===== src/rtl/apb_master_bridge.sv =====
// apb_master_bridge
//   Turns the core's level-sensitive single-request memory handshake into APB
//   master transfers (SETUP -> ACCESS) and returns a one-cycle acknowledge,
//   registered read data and a timeout error flag. A PREADY watchdog aborts
//   the ACCESS phase after TIMEOUT cycles so a dead slave cannot hang the core.
//
// Ports
//   clk, reset          : system clock (rising edge), async active-low reset
//   S_MEM_ADDR/WDATA/WE : request operands, latched when the request is taken
//   S_REQ               : request level, held by the core until S_ACK
//   S_ACK / S_ERR       : one-cycle completion pulse / timed-out qualifier
//   S_RDATA             : last completed read data (ERR_DATA after an abort)
//   S_BUSY              : transfer in flight
//   M_P*                : APB master port
//
// state  | meaning
// IDLE   | no transfer; takes a new request when not acknowledging
// SETUP  | APB setup phase, PSEL high, PENABLE low
// ACCESS | APB access phase, waiting for PREADY or the watchdog
module apb_master_bridge #(
  parameter int                   BUS_WIDTH = 16,
  parameter int                   TIMEOUT   = 16,
  parameter int                   CNT_WIDTH = 8,
  parameter logic [BUS_WIDTH-1:0] ERR_DATA  = 16'hDEAD
) (
  input  logic                 clk,
  input  logic                 reset,
  input  logic [BUS_WIDTH-1:0] S_MEM_ADDR,
  input  logic [BUS_WIDTH-1:0] S_MEM_WDATA,
  input  logic                 S_MEM_WE,
  input  logic                 S_REQ,
  output logic                 S_ACK,
  output logic [BUS_WIDTH-1:0] S_RDATA,
  output logic                 S_ERR,
  output logic                 S_BUSY,
  output logic [BUS_WIDTH-1:0] M_PADDR,
  output logic                 M_PWRITE,
  output logic                 M_PSELx,
  output logic                 M_PENABLE,
  output logic [BUS_WIDTH-1:0] M_PWDATA,
  input  logic [BUS_WIDTH-1:0] M_PRDATA,
  input  logic                 M_PREADY
);

  typedef enum logic [1:0] {
    IDLE   = 2'd0,
    SETUP  = 2'd1,
    ACCESS = 2'd2
  } state_t;

  localparam bit                   WDOG_EN  = (TIMEOUT != 0);
  localparam logic [CNT_WIDTH-1:0] CNT_LAST = (TIMEOUT == 0) ? '0 : CNT_WIDTH'(TIMEOUT - 1);

  state_t               state, state_nxt;
  logic [CNT_WIDTH-1:0] cnt, cnt_nxt;
  logic                 ack_q, ack_nxt;
  logic                 err_q, err_nxt;
  logic                 busy_q;
  logic [BUS_WIDTH-1:0] rdata_q, rdata_nxt;
  logic [BUS_WIDTH-1:0] paddr_q, paddr_nxt;
  logic [BUS_WIDTH-1:0] pwdata_q, pwdata_nxt;
  logic                 pwrite_q, pwrite_nxt;
  logic                 psel_q, psel_nxt;
  logic                 pen_q, pen_nxt;

  always_ff @(posedge clk or negedge reset) begin
    if (!reset) begin
      state    <= IDLE;
      cnt      <= '0;
      ack_q    <= 1'b0;
      err_q    <= 1'b0;
      busy_q   <= 1'b0;
      rdata_q  <= '0;
      paddr_q  <= '0;
      pwdata_q <= '0;
      pwrite_q <= 1'b0;
      psel_q   <= 1'b0;
      pen_q    <= 1'b0;
    end else begin
      state    <= state_nxt;
      cnt      <= cnt_nxt;
      ack_q    <= ack_nxt;
      err_q    <= err_nxt;
      busy_q   <= (state_nxt != IDLE);
      rdata_q  <= rdata_nxt;
      paddr_q  <= paddr_nxt;
      pwdata_q <= pwdata_nxt;
      pwrite_q <= pwrite_nxt;
      psel_q   <= psel_nxt;
      pen_q    <= pen_nxt;
    end
  end

  always_comb begin
    state_nxt  = state;
    cnt_nxt    = cnt;
    ack_nxt    = 1'b0;
    err_nxt    = 1'b0;
    rdata_nxt  = rdata_q;
    paddr_nxt  = paddr_q;
    pwdata_nxt = pwdata_q;
    pwrite_nxt = pwrite_q;
    psel_nxt   = psel_q;
    pen_nxt    = pen_q;
    case (state)
      IDLE: begin
        psel_nxt = 1'b0;
        pen_nxt  = 1'b0;
        // The core still has S_REQ high during the ACK cycle; ignore it there.
        if (!ack_q && S_REQ) begin
          paddr_nxt  = S_MEM_ADDR;
          pwdata_nxt = S_MEM_WDATA;
          pwrite_nxt = S_MEM_WE;
          psel_nxt   = 1'b1;
          state_nxt  = SETUP;
        end
      end
      SETUP: begin
        pen_nxt   = 1'b1;
        cnt_nxt   = '0;
        state_nxt = ACCESS;
      end
      ACCESS: begin
        // PREADY takes priority over a watchdog expiry on the same edge.
        if (M_PREADY) begin
          psel_nxt  = 1'b0;
          pen_nxt   = 1'b0;
          ack_nxt   = 1'b1;
          state_nxt = IDLE;
          if (!pwrite_q) rdata_nxt = M_PRDATA;
        end else if (WDOG_EN && (cnt == CNT_LAST)) begin
          psel_nxt  = 1'b0;
          pen_nxt   = 1'b0;
          ack_nxt   = 1'b1;
          err_nxt   = 1'b1;
          state_nxt = IDLE;
          if (!pwrite_q) rdata_nxt = ERR_DATA;
        end else begin
          cnt_nxt = cnt + CNT_WIDTH'(1);
        end
      end
      default: state_nxt = IDLE;
    endcase
  end

  assign S_ACK     = ack_q;
  assign S_ERR     = err_q;
  assign S_BUSY    = busy_q;
  assign S_RDATA   = rdata_q;
  assign M_PADDR   = paddr_q;
  assign M_PWDATA  = pwdata_q;
  assign M_PWRITE  = pwrite_q;
  assign M_PSELx   = psel_q;
  assign M_PENABLE = pen_q;

endmodule


===== config.mk =====
export PLATFORM = sky130hd
export DESIGN_NAME = apb_master_bridge
export DESIGN_NICKNAME = d
export VERILOG_FILES = /design/src/rtl/apb_master_bridge.sv
export SDC_FILE = /design/constraint.sdc
export NUM_CORES = 1
export LEC_CHECK = 0
export BUFFER_PORTS_ARGS = -buffer_cell sky130_fd_sc_hd__buf_2
export CAP_MARGIN = 20
export CORE_ASPECT_RATIO = 0.9
export CORE_MARGIN = 3
export CORE_UTILIZATION = 43
export CTS_CLUSTER_DIAMETER = 60
export DETAILED_ROUTE_END_ITERATION = 10
export PLACE_DENSITY = 0.72
export SETUP_SLACK_MARGIN = 0.4
export SYNTH_ARGS = -nofsm -noshare
export SYNTH_HDL_FRONTEND = slang
export SYNTH_SLANG_ARGS = --single-unit
export TNS_END_PERCENT = 10

===== constraint.sdc =====
create_clock -name clk -period 4.9 [get_ports clk]
set_clock_uncertainty 0.05 [all_clocks]
set_input_delay 0 -clock clk [delete_from_list [all_inputs] [get_ports clk]]
set_output_delay 0 -clock clk [all_outputs]
set_load 0.05 [all_outputs]

==> flow_metrics.env, run 1 <==
export IMPL_cp_start_kind="flop"
export IMPL_die_h_um=81.6
export IMPL_dr_wl_met3_um=509
export IMPL_placed_cell_area_mm2=0.00332
export IMPL_post_cts_buffers=0
export IMPL_stdcell_area_mm2=0.00402
export IMPL_synth_cells=211
export IMPL_hold_viol_final=0
export IMPL_comb_power_share=0.522
export IMPL_path_class="reg2reg"
export IMPL_path_max_fanout=36
export IMPL_clockPowerShare=0.156
export IMPL_cts_htree_levels=3
export IMPL_endpoint_kind="flop"
export IMPL_post_route_period_util=0.384
export IMPL_report_final_slew_viol_count=0
export IMPL_yosysTopAreaCellShare=0.586
export IMPL_row_count=26
export IMPL_cts_tree="done"
export IMPL_syn_to_final_growth_pct=47.0
export IMPL_max_cap_violations=0
export IMPL_status="complete, no violations"
export IMPL_grt_pass1_vias=2312
export IMPL_core_mm2=0.00592
export IMPL_fill_cells=435
export IMPL_internal_power_w=0.00145
export IMPL_irDropWorstVdd_mv=0.571
export IMPL_grt_pass1_wl_um=11600
export IMPL_report_final_setup_viol=0
export IMPL_finish_utilization=0.678
export IMPL_cp_arrival_ps=2040
export IMPL_grt_antenna_before_repair=0
export IMPL_via_per_inst=4.83
export IMPL_cts_resized=0
export IMPL_clk_pin_slew_ps=70
export IMPL_ys_warn_count=0
export IMPL_p_sw_frac=0.488
export IMPL_routabilityCongestion=0.754
export IMPL_pwr_share_seq=0.321
export IMPL_fmax_mhz=532
export IMPL_drc=0
export IMPL_topRoutingLayerUsed="met4"
export IMPL_insertedDiodeCount=0
export IMPL_synth_top_cell_by_area="dfrtp_1"
export IMPL_final_cell_mix="buf_2, dfrtp_1, dlygate4sd3_1"
export IMPL_dp_hpwl_um=4010
export IMPL_start_util=0.461
export IMPL_tightest_slew_ps=785
export IMPL_synth_cell_types=39
export IMPL_cts_sinks=64
export IMPL_postRouteWirelength_um=6780
export IMPL_holdBufCountCts=50
export IMPL_dr_total_vias=2206
export IMPL_cts_buffer_depth=2
export IMPL_nNetsFinal=424
export IMPL_synth_area_leaders="dfrtp_1, mux2_2, o22ai_1"
export IMPL_synth_fp_nets=265
export IMPL_ant_nets=0
export IMPL_grt_setup_unrepaired="no"
export IMPL_first_pass_iters=4
export IMPL_power_density_mw_per_mm2=705
export IMPL_synth_seq_cells=64
export IMPL_wl_met1_um=2890
export IMPL_drt_iter0_drc=75
export IMPL_insertion_delay_ps=330
export IMPL_p_switching_w=0.00138
export IMPL_maxSlewHeadroom=0.477
export IMPL_final_common_cell="buf_2"
export IMPL_io_pins=107
export IMPL_syn_area_per_cell_um2=12.9
export IMPL_wl_per_cell_um=14.8
export IMPL_fin_crit_ps=1880
export IMPL_fin_tns_setup_ps=0
export IMPL_p_leak_nw=1.90
export IMPL_syn_cell_area_mm2=0.00273
export IMPL_fp_dieW_um=90.0
export IMPL_grt_max_degree=65
export IMPL_cts_buffers=9
export IMPL_drive_above_1_share=0.434
export IMPL_root_buffer="clkbuf_8"
export IMPL_grt_total_usage=0.199
export IMPL_critPathRequiredTime_ps=5060
export IMPL_io_buffers=106
export IMPL_overflow=0
export IMPL_die_area_mm2=0.00735
export IMPL_yosysSeqAreaShare=0.586
export IMPL_worstHoldPathType="in2reg"
export IMPL_wl_met2_um=3310
## Yosys cell counts
cell type,n
o22ai_1,12
o41a_1,1
o211ai_1,2
o21ai_2,1
a22o_1,5
mux2_1,2
nor4_4,1
clkbuf_1,4
nand2_1,10
nor3_1,1
nand2b_1,6
and3_1,3
a21bo_2,1
buf_6,3
a2111oi_0,1
o221ai_1,1
mux2_2,31
ha_1,1
a21oi_2,1
or4_1,1
nor4_1,1
nand4_1,1
inv_1,15
a21oi_1,13
a2bb2oi_1,1
and4bb_2,1
o311ai_0,1
nor3b_2,1
buf_1,1
a21o_1,5
dfrtp_1,64
nor3b_1,3
or3b_2,1
mux2i_1,6
nand4bb_1,1
o21ai_0,1
buf_2,3
nand3_1,3
nor4b_4,1
## cell families after synthesis
kind of cell	synth area share
AO/OA/AOI/OAI	0.115
adder cells (fa/ha/maj)	0.00458
buffers and inverters	0.0453
flip-flops	0.586
multiplexers	0.158
AND/OR/NAND/NOR	0.0902
## power groups by stage
| stage | logic, W | registers (W) | clock network (W) |
|---|---|---|---|
| after detailed placement | 0.00145 | 0.000914 | 0 |
| after global placement | 0.00143 | 0.000900 | 0 |
| final | 0.00148 | 0.000911 | 0.000443 |
| after floorplan | 0.000412 | 0.00163 | 0 |
| after CTS | 0.00148 | 0.000905 | 0.000454 |
| after global routing | 0.00156 | 0.000940 | 0.000477 |
## critical path: stages, from the launching register on
cell	delay [ps]
dfrtp_1	560
nor4b_4	310
buf_4	440
mux2_2	390
## layout make-up
type	instances	area [um^2]	share of cell area
Sequential cell	64	1600	0.399
Multi-Input combinational cell	121	1010	0.250
Clock buffer	11	151	0.0377
Tap cell	84	105	0.0262
Timing Repair Buffer	159	1050	0.262
Clock inverter	3	42.5	0.0106
Inverter	15	56.3	0.0140
## registers in the layout, indices dropped and copies added (netlist names)
register,flops
cnt,8
M_PADDR,16
M_PENABLE,1
S_BUSY,1
S_ERR,1
S_ACK,1
M_PWRITE,1
state,2
S_RDATA,16
M_PWDATA,16
M_PSELx,1
## metal layers
metal	vias up	track usage
met4	0	0.0596
met1	1036	0.240
met2	86	0.345
met5	-	0
li1	1077	-
met3	7	0.0650
## through the flow
stage               power [W]  setup WS (ps)  hold slack (ps)  instances
global route          0.00298           2870             96.8        457
CTS                   0.00284           3020             56.6        457
global placement      0.00233           3020              171        393
finish                0.00283           3020             60.3        457
detailed placement    0.00236           3020              168        393
floorplan             0.00204           3080             -346        211
## path summary, 6_finish.rpt
path	from	to	slack (ps)	cells past startpoint
hold / removal	M_PREADY	cnt[4]$_DFFE_PN0P_	60	3
setup reg to reg	state[0]$_DFF_PN0_	M_PWDATA[3]$_DFFE_PN0P_	3020	3
max in group asynchronous	reset	cnt[1]$_DFFE_PN0P_	3930	3
setup / recovery	state[0]$_DFF_PN0_	M_PWDATA[3]$_DFFE_PN0P_	3020	3
min in group asynchronous	reset	S_RDATA[10]$_DFFE_PN0P_	340	3
hold reg to reg	M_PADDR[2]$_DFFE_PN0P_	M_PADDR[2]$_DFFE_PN0P_	430	1
Power figures use the tool's default switching activity.
==> run 2, diff against run 1 <==
PLACE_DENSITY = 0.75   (was 0.72)
clock period = 1.7 ns   (was 4.9 ns; I/O delays follow)
==> run 2 against run 1 <==
  * Sequential cell count unchanged
  * First-iteration DRC count up 12%
  * Non-clock buffer count grew 15
  * Register-to-register slack got worse by 2900 ps
  * Core utilization rose by 3.4 points
  * Worst hold slack improved by 18 ps
  * Wire length up 11%
  * Global-route usage grew 0.56 points
  * Critical endpoint is now cnt[0]$_DFFE_PN0P_
==> flow_metrics.env, run 2 (synthesis results as in run 1) <==
export IMPL_grt_pass1_wl_um=11800
export IMPL_cp_start_kind="flop"
export IMPL_die_h_um=81.6
export IMPL_drc=0
export IMPL_final_cell_mix="buf_2, dfrtp_1, dlygate4sd3_1"
export IMPL_holdWs_ps=78.6
export IMPL_finish_utilization=0.713
export IMPL_max_cap_violations=0
export IMPL_tightest_slew_ps=387
export IMPL_maxSlewHeadroom=0.740
export IMPL_grt_antenna_before_repair=0
export IMPL_post_route_period_util=0.915
export IMPL_core_mm2=0.00592
export IMPL_critPathRequiredTime_ps=1900
export IMPL_wl_per_cell_um=15.9
export IMPL_dp_hpwl_um=4330
export IMPL_grt_max_degree=65
export IMPL_cts_buffer_depth=2
export IMPL_insertion_delay_ps=340
export IMPL_clk_pin_slew_ps=70
export IMPL_p_leak_nw=1.97
export IMPL_cp_arrival_ps=1760
export IMPL_nNetsFinal=439
export IMPL_start_util=0.461
export IMPL_io_pins=107
export IMPL_fill_cells=414
export IMPL_die_area_mm2=0.00735
export IMPL_dp_cells=401
export IMPL_drt_iter0_drc=84
export IMPL_via_per_inst=4.96
export IMPL_fp_dieW_um=90.0
export IMPL_cts_tree="done"
export IMPL_overflow=0
export IMPL_fin_cells=474
export IMPL_routabilityCongestion=0.730
export IMPL_cts_htree_levels=3
export IMPL_path_class="reg2reg"
export IMPL_syn_to_final_growth_pct=54.5
export IMPL_final_common_cell="buf_2"
export IMPL_grt_setup_unrepaired="yes"
export IMPL_worstHoldPathType="in2reg"
export IMPL_row_count=26
export IMPL_io_buffers=106
export IMPL_drive_above_1_share=0.485
export IMPL_dr_total_vias=2352
export IMPL_irDropWorstVdd_mv=1.69
export IMPL_power_density_mw_per_mm2=1970
export IMPL_first_pass_iters=4
export IMPL_path_max_fanout=4
export IMPL_report_final_slew_viol_count=0
export IMPL_fmax_mhz=643
export IMPL_grt_total_usage=0.205
export IMPL_grt_pass1_vias=2465
export IMPL_report_final_setup_viol=0
export IMPL_cts_sinks=64
export IMPL_hold_viol_final=0
export IMPL_ant_nets=0
export IMPL_status="complete, no violations"
export IMPL_endpoint_kind="flop"
export IMPL_root_buffer="clkbuf_8"
export IMPL_postRouteWirelength_um=7520
export IMPL_insertedDiodeCount=0
export IMPL_cts_buffers=9
export IMPL_fin_crit_ps=1560
==> run 2: changes by cell type in the layout (fill, tap and decap cells not counted), sizes merged <==
cell	before	now
buf	109	124
clkinvlp	1	2
clkbuf	11	12
clkinv	1	2
bufinv	1	0
==> run 2: worst max-delay path, cell delays in order, from the launching register on <==
cell and delay [ps]:
dfrtp_2 430, or4_4 560, o21ai_4 220, mux2i_1 220
==> run 2: cell type report <==
class	count	area, um^2	share of cell area
Inverter	15	56.3	0.0133
Clock inverter	4	28.8	0.00682
Tap cell	84	105	0.0249
Clock buffer	12	155	0.0368
Multi-Input combinational cell	121	1070	0.254
Sequential cell	64	1610	0.381
Timing Repair Buffer	174	1200	0.283
==> run 2: worst paths after layout <==
check	startpoint	end	slack [ps]	cells past startpoint
worst min-delay path	S_REQ	state[0]$_DFF_PN0_	80	3
max in group asynchronous	reset	S_RDATA[8]$_DFFE_PN0P_	1140	3
worst min register to register	M_PADDR[2]$_DFFE_PN0P_	M_PADDR[2]$_DFFE_PN0P_	450	1
worst max register to register	cnt[5]$_DFFE_PN0P_	cnt[0]$_DFFE_PN0P_	140	3
min in group asynchronous	reset	M_PWDATA[7]$_DFFE_PN0P_	190	3
worst max-delay path	cnt[5]$_DFFE_PN0P_	cnt[0]$_DFFE_PN0P_	140	3
==> run 2: repair_timing <==
action | in CTS | in global routing
buffers inserted | 3 | 3
gates cloned | 0 | 1
hold buffers | 50 | 0
pin swaps | 4 | 5
endpoints found under the hold margin | 113 | 0
gates resized for setup | 7 | 13
endpoints found under the setup margin | 63 | 63
==> run 2: where the power goes <==
| group | switching (W) | internal, W |
|---|---|---|
| registers | 0.000423 | 0.00217 |
| clock network | 0.000585 | 0.000609 |
| logic | 0.00313 | 0.00141 |
| total | 0.00414 | 0.00419 |
==> run 2: routing by layer <==
metal | wire [um] | global-route usage | vias up
met2 | 3760 | 0.356 | 109
li1 | - | - | 1112
met4 | 68 | 0.0612 | 0
met3 | 722 | 0.0952 | 8
met1 | 2970 | 0.228 | 1123
met5 | 0 | 0 | -
==> run 2: through the flow <==
| stage | power, W | TNS (ps) | instance area (um^2) | worst slack (ps) |
|---|---|---|---|---|
| floorplan | 0.00589 | -2350 | 2730 | -90.0 |
| detailed placement | 0.00694 | 0 | 3410 | 27.1 |
| global route | 0.00873 | 0 | 4220 | 95.2 |
| global placement | 0.00684 | 0 | 3410 | 86.4 |
| CTS | 0.00824 | 0 | 4140 | 131 |
| finish | 0.00833 | 0 | 4220 | 145 |
==> run 3, diff against run 2 <==
clock period = 1.4 ns   (was 1.7 ns; I/O delays follow)
==> run 3 against run 2 <==
  * The run now ends with negative setup slack left
  * Final cell count rose by 2.3%
  * Combinational power increased by 48%
  * Clock power is 41% higher
  * Register-to-register slack got worse by 380 ps
  * Final area is 11% higher
  * Sequential share of layout area down 4.0 points
  * Sequential cell count did not move
  * Critical endpoint is now M_PADDR[10]$_DFFE_PN0P_
  * Largest cell class unchanged
  * Largest power group unchanged
  * Highest routed layer unchanged
==> flow_metrics.env, run 3 (synthesis results as in run 1) <==
export IMPL_worstHoldPathType="in2async"
export IMPL_grt_max_degree=53
export IMPL_grt_setup_unrepaired="yes"
export IMPL_path_delay_family="flip-flops"
export IMPL_drt_iter0_drc=131
export IMPL_dp_cells=415
export IMPL_grt_total_usage=0.202
export IMPL_start_util=0.461
export IMPL_dr_total_vias=2479
export IMPL_path_max_fanout=9
export IMPL_syn_to_final_growth_pct=72.1
export IMPL_fmax_mhz=612
export IMPL_drc=0
export IMPL_crit_path_cell_trace="nor4b_4, buf_6, buf_6, mux2_2"
export IMPL_p_leak_nw=2.18
export IMPL_path_class="reg2reg"
export IMPL_path_common_cell="buf_6"
export IMPL_path_buf_inv=2
export IMPL_report_final_setup_viol=58
export IMPL_status="finished with violations"
export IMPL_irDropWorstVdd_mv=2.38
export IMPL_fin_cells=485
export IMPL_grt_antenna_before_repair=0
export IMPL_overflow=0
export IMPL_finish_utilization=0.794
export IMPL_die_h_um=81.6
export IMPL_report_final_slew_viol_count=0
export IMPL_routabilityCongestion=0.801
export IMPL_root_buffer="clkbuf_8"
export IMPL_setup_slack_ps=-233
export IMPL_slowest_stage="dfrtp_2"
export IMPL_fp_dieW_um=90.0
export IMPL_drive_above_1_share=0.518
export IMPL_final_cell_mix="dfrtp_1, buf_2, dlygate4sd3_1"
export IMPL_critPathRequiredTime_ps=1580
export IMPL_cts_sinks=64
export IMPL_fin_tns_setup_ps=-7710
export IMPL_hold_viol_final=0
export IMPL_die_area_mm2=0.00735
export IMPL_final_common_cell="dfrtp_1"
export IMPL_fin_crit_ps=1630
export IMPL_dp_hpwl_um=4300
export IMPL_io_pins=107
export IMPL_postRouteWirelength_um=8770
export IMPL_wl_per_cell_um=18.1
export IMPL_ant_nets=0
export IMPL_cp_start_kind="flop"
export IMPL_max_cap_violations=0
export IMPL_cp_arrival_ps=1810
export IMPL_first_pass_iters=4
export IMPL_cts_htree_levels=3
export IMPL_grt_pass1_wl_um=11700
export IMPL_nNetsFinal=450
export IMPL_row_count=26
export IMPL_io_buffers=106
export IMPL_maxSlewHeadroom=0.776
export IMPL_power_density_mw_per_mm2=2490
export IMPL_tightest_slew_ps=336
export IMPL_endpoint_kind="flop"
export IMPL_grt_pass1_vias=2479
export IMPL_slowest_delay_ps=450
export IMPL_cts_buffers=9
export IMPL_post_route_period_util=1.17
export IMPL_insertion_delay_ps=340
export IMPL_via_per_inst=5.11
export IMPL_clk_pin_slew_ps=70
export IMPL_cts_buffer_depth=2
export IMPL_core_mm2=0.00592
export IMPL_cts_tree="done"
export IMPL_violations="negative setup slack"
export IMPL_holdWs_ps=39.4
## run 3: cell count changes in the layout (fill, tap and decap cells not counted), moves of 8 or more
| cell | delta |
|---|---|
| a21oi_2 | +9 |
| mux2_2 | -9 |
| buf_6 | +34 |
| a21oi_1 | -8 |
| mux2_4 | +11 |
| buf_2 | -54 |
| buf_4 | +25 |
## run 3: final cells by class
cell class	instances	area, um^2
Sequential cell	64	1610
Timing Repair Buffer	185	1600
Fill cell	322	1220
Multi-Input combinational cell	121	1130
Clock buffer	11	131
Tap cell	84	105
Clock inverter	4	70.1
Inverter	15	56.3
Antenna cell	1	2.50
## run 3: final timing paths
path | start | to | slack (ps) | depth (start not counted)
setup / recovery | state[0]$_DFF_PN0_ | M_PADDR[10]$_DFFE_PN0P_ | -230 | 4
hold / removal | reset | M_PADDR[9]$_DFFE_PN0P_ | 40 | 2
setup reg to reg | state[0]$_DFF_PN0_ | M_PADDR[10]$_DFFE_PN0P_ | -230 | 4
hold reg to reg | M_PADDR[13]$_DFFE_PN0P_ | M_PADDR[13]$_DFFE_PN0P_ | 460 | 1
max in group asynchronous | reset | state[1]$_DFF_PN0_ | 670 | 3
min in group clk | M_PREADY | cnt[4]$_DFFE_PN0P_ | 50 | 3
## run 3: power by group
group | leakage [nW] | switching, W | internal, W
Sequential | 0.777 | 0.000683 | 0.00264
Clock | 0.103 | 0.000693 | 0.000988
Combinational | 1.30 | 0.00402 | 0.00270
## run 3: stage by stage
stage / total power (W) / setup slack (ps) / cell area [um^2]
after floorplan: 0.00715 / -390 / 2730
after global placement: 0.00833 / -146 / 3530
after detailed placement: 0.00844 / -156 / 3530
after CTS: 0.0108 / -159 / 4430
after global routing: 0.0122 / -254 / 4700
final: 0.0117 / -233 / 4700
## run 3: metal layers
| metal | vias to the layer above | global-route usage | share of wire |
|---|---|---|---|
| met5 | - | 0 | 0 |
| met4 | 0 | 0.0642 | 0.017 |
| met3 | 19 | 0.0943 | 0.080 |
| met2 | 120 | 0.351 | 0.51 |
| met1 | 1210 | 0.224 | 0.39 |
| li1 | 1130 | - | - |
## run 3: worst register-to-register path, delay by kind of cell, from the launching register on
| kind | cells | cell delay (ps) |
|---|---|---|
| flip-flops | 1 | 450 |
| multiplexers | 1 | 350 |
| AND/OR/NAND/NOR | 1 | 310 |
| buffers and inverters | 2 | 350 |
## run 3: repair_timing
action	in CTS	in global routing
pin swaps	6	14
hold endpoints to repair	113	0
gates resized for setup	72	54
endpoints found under the setup margin	116	97
setup buffers	0	1
cloned	0	3
hold buffers	50	0
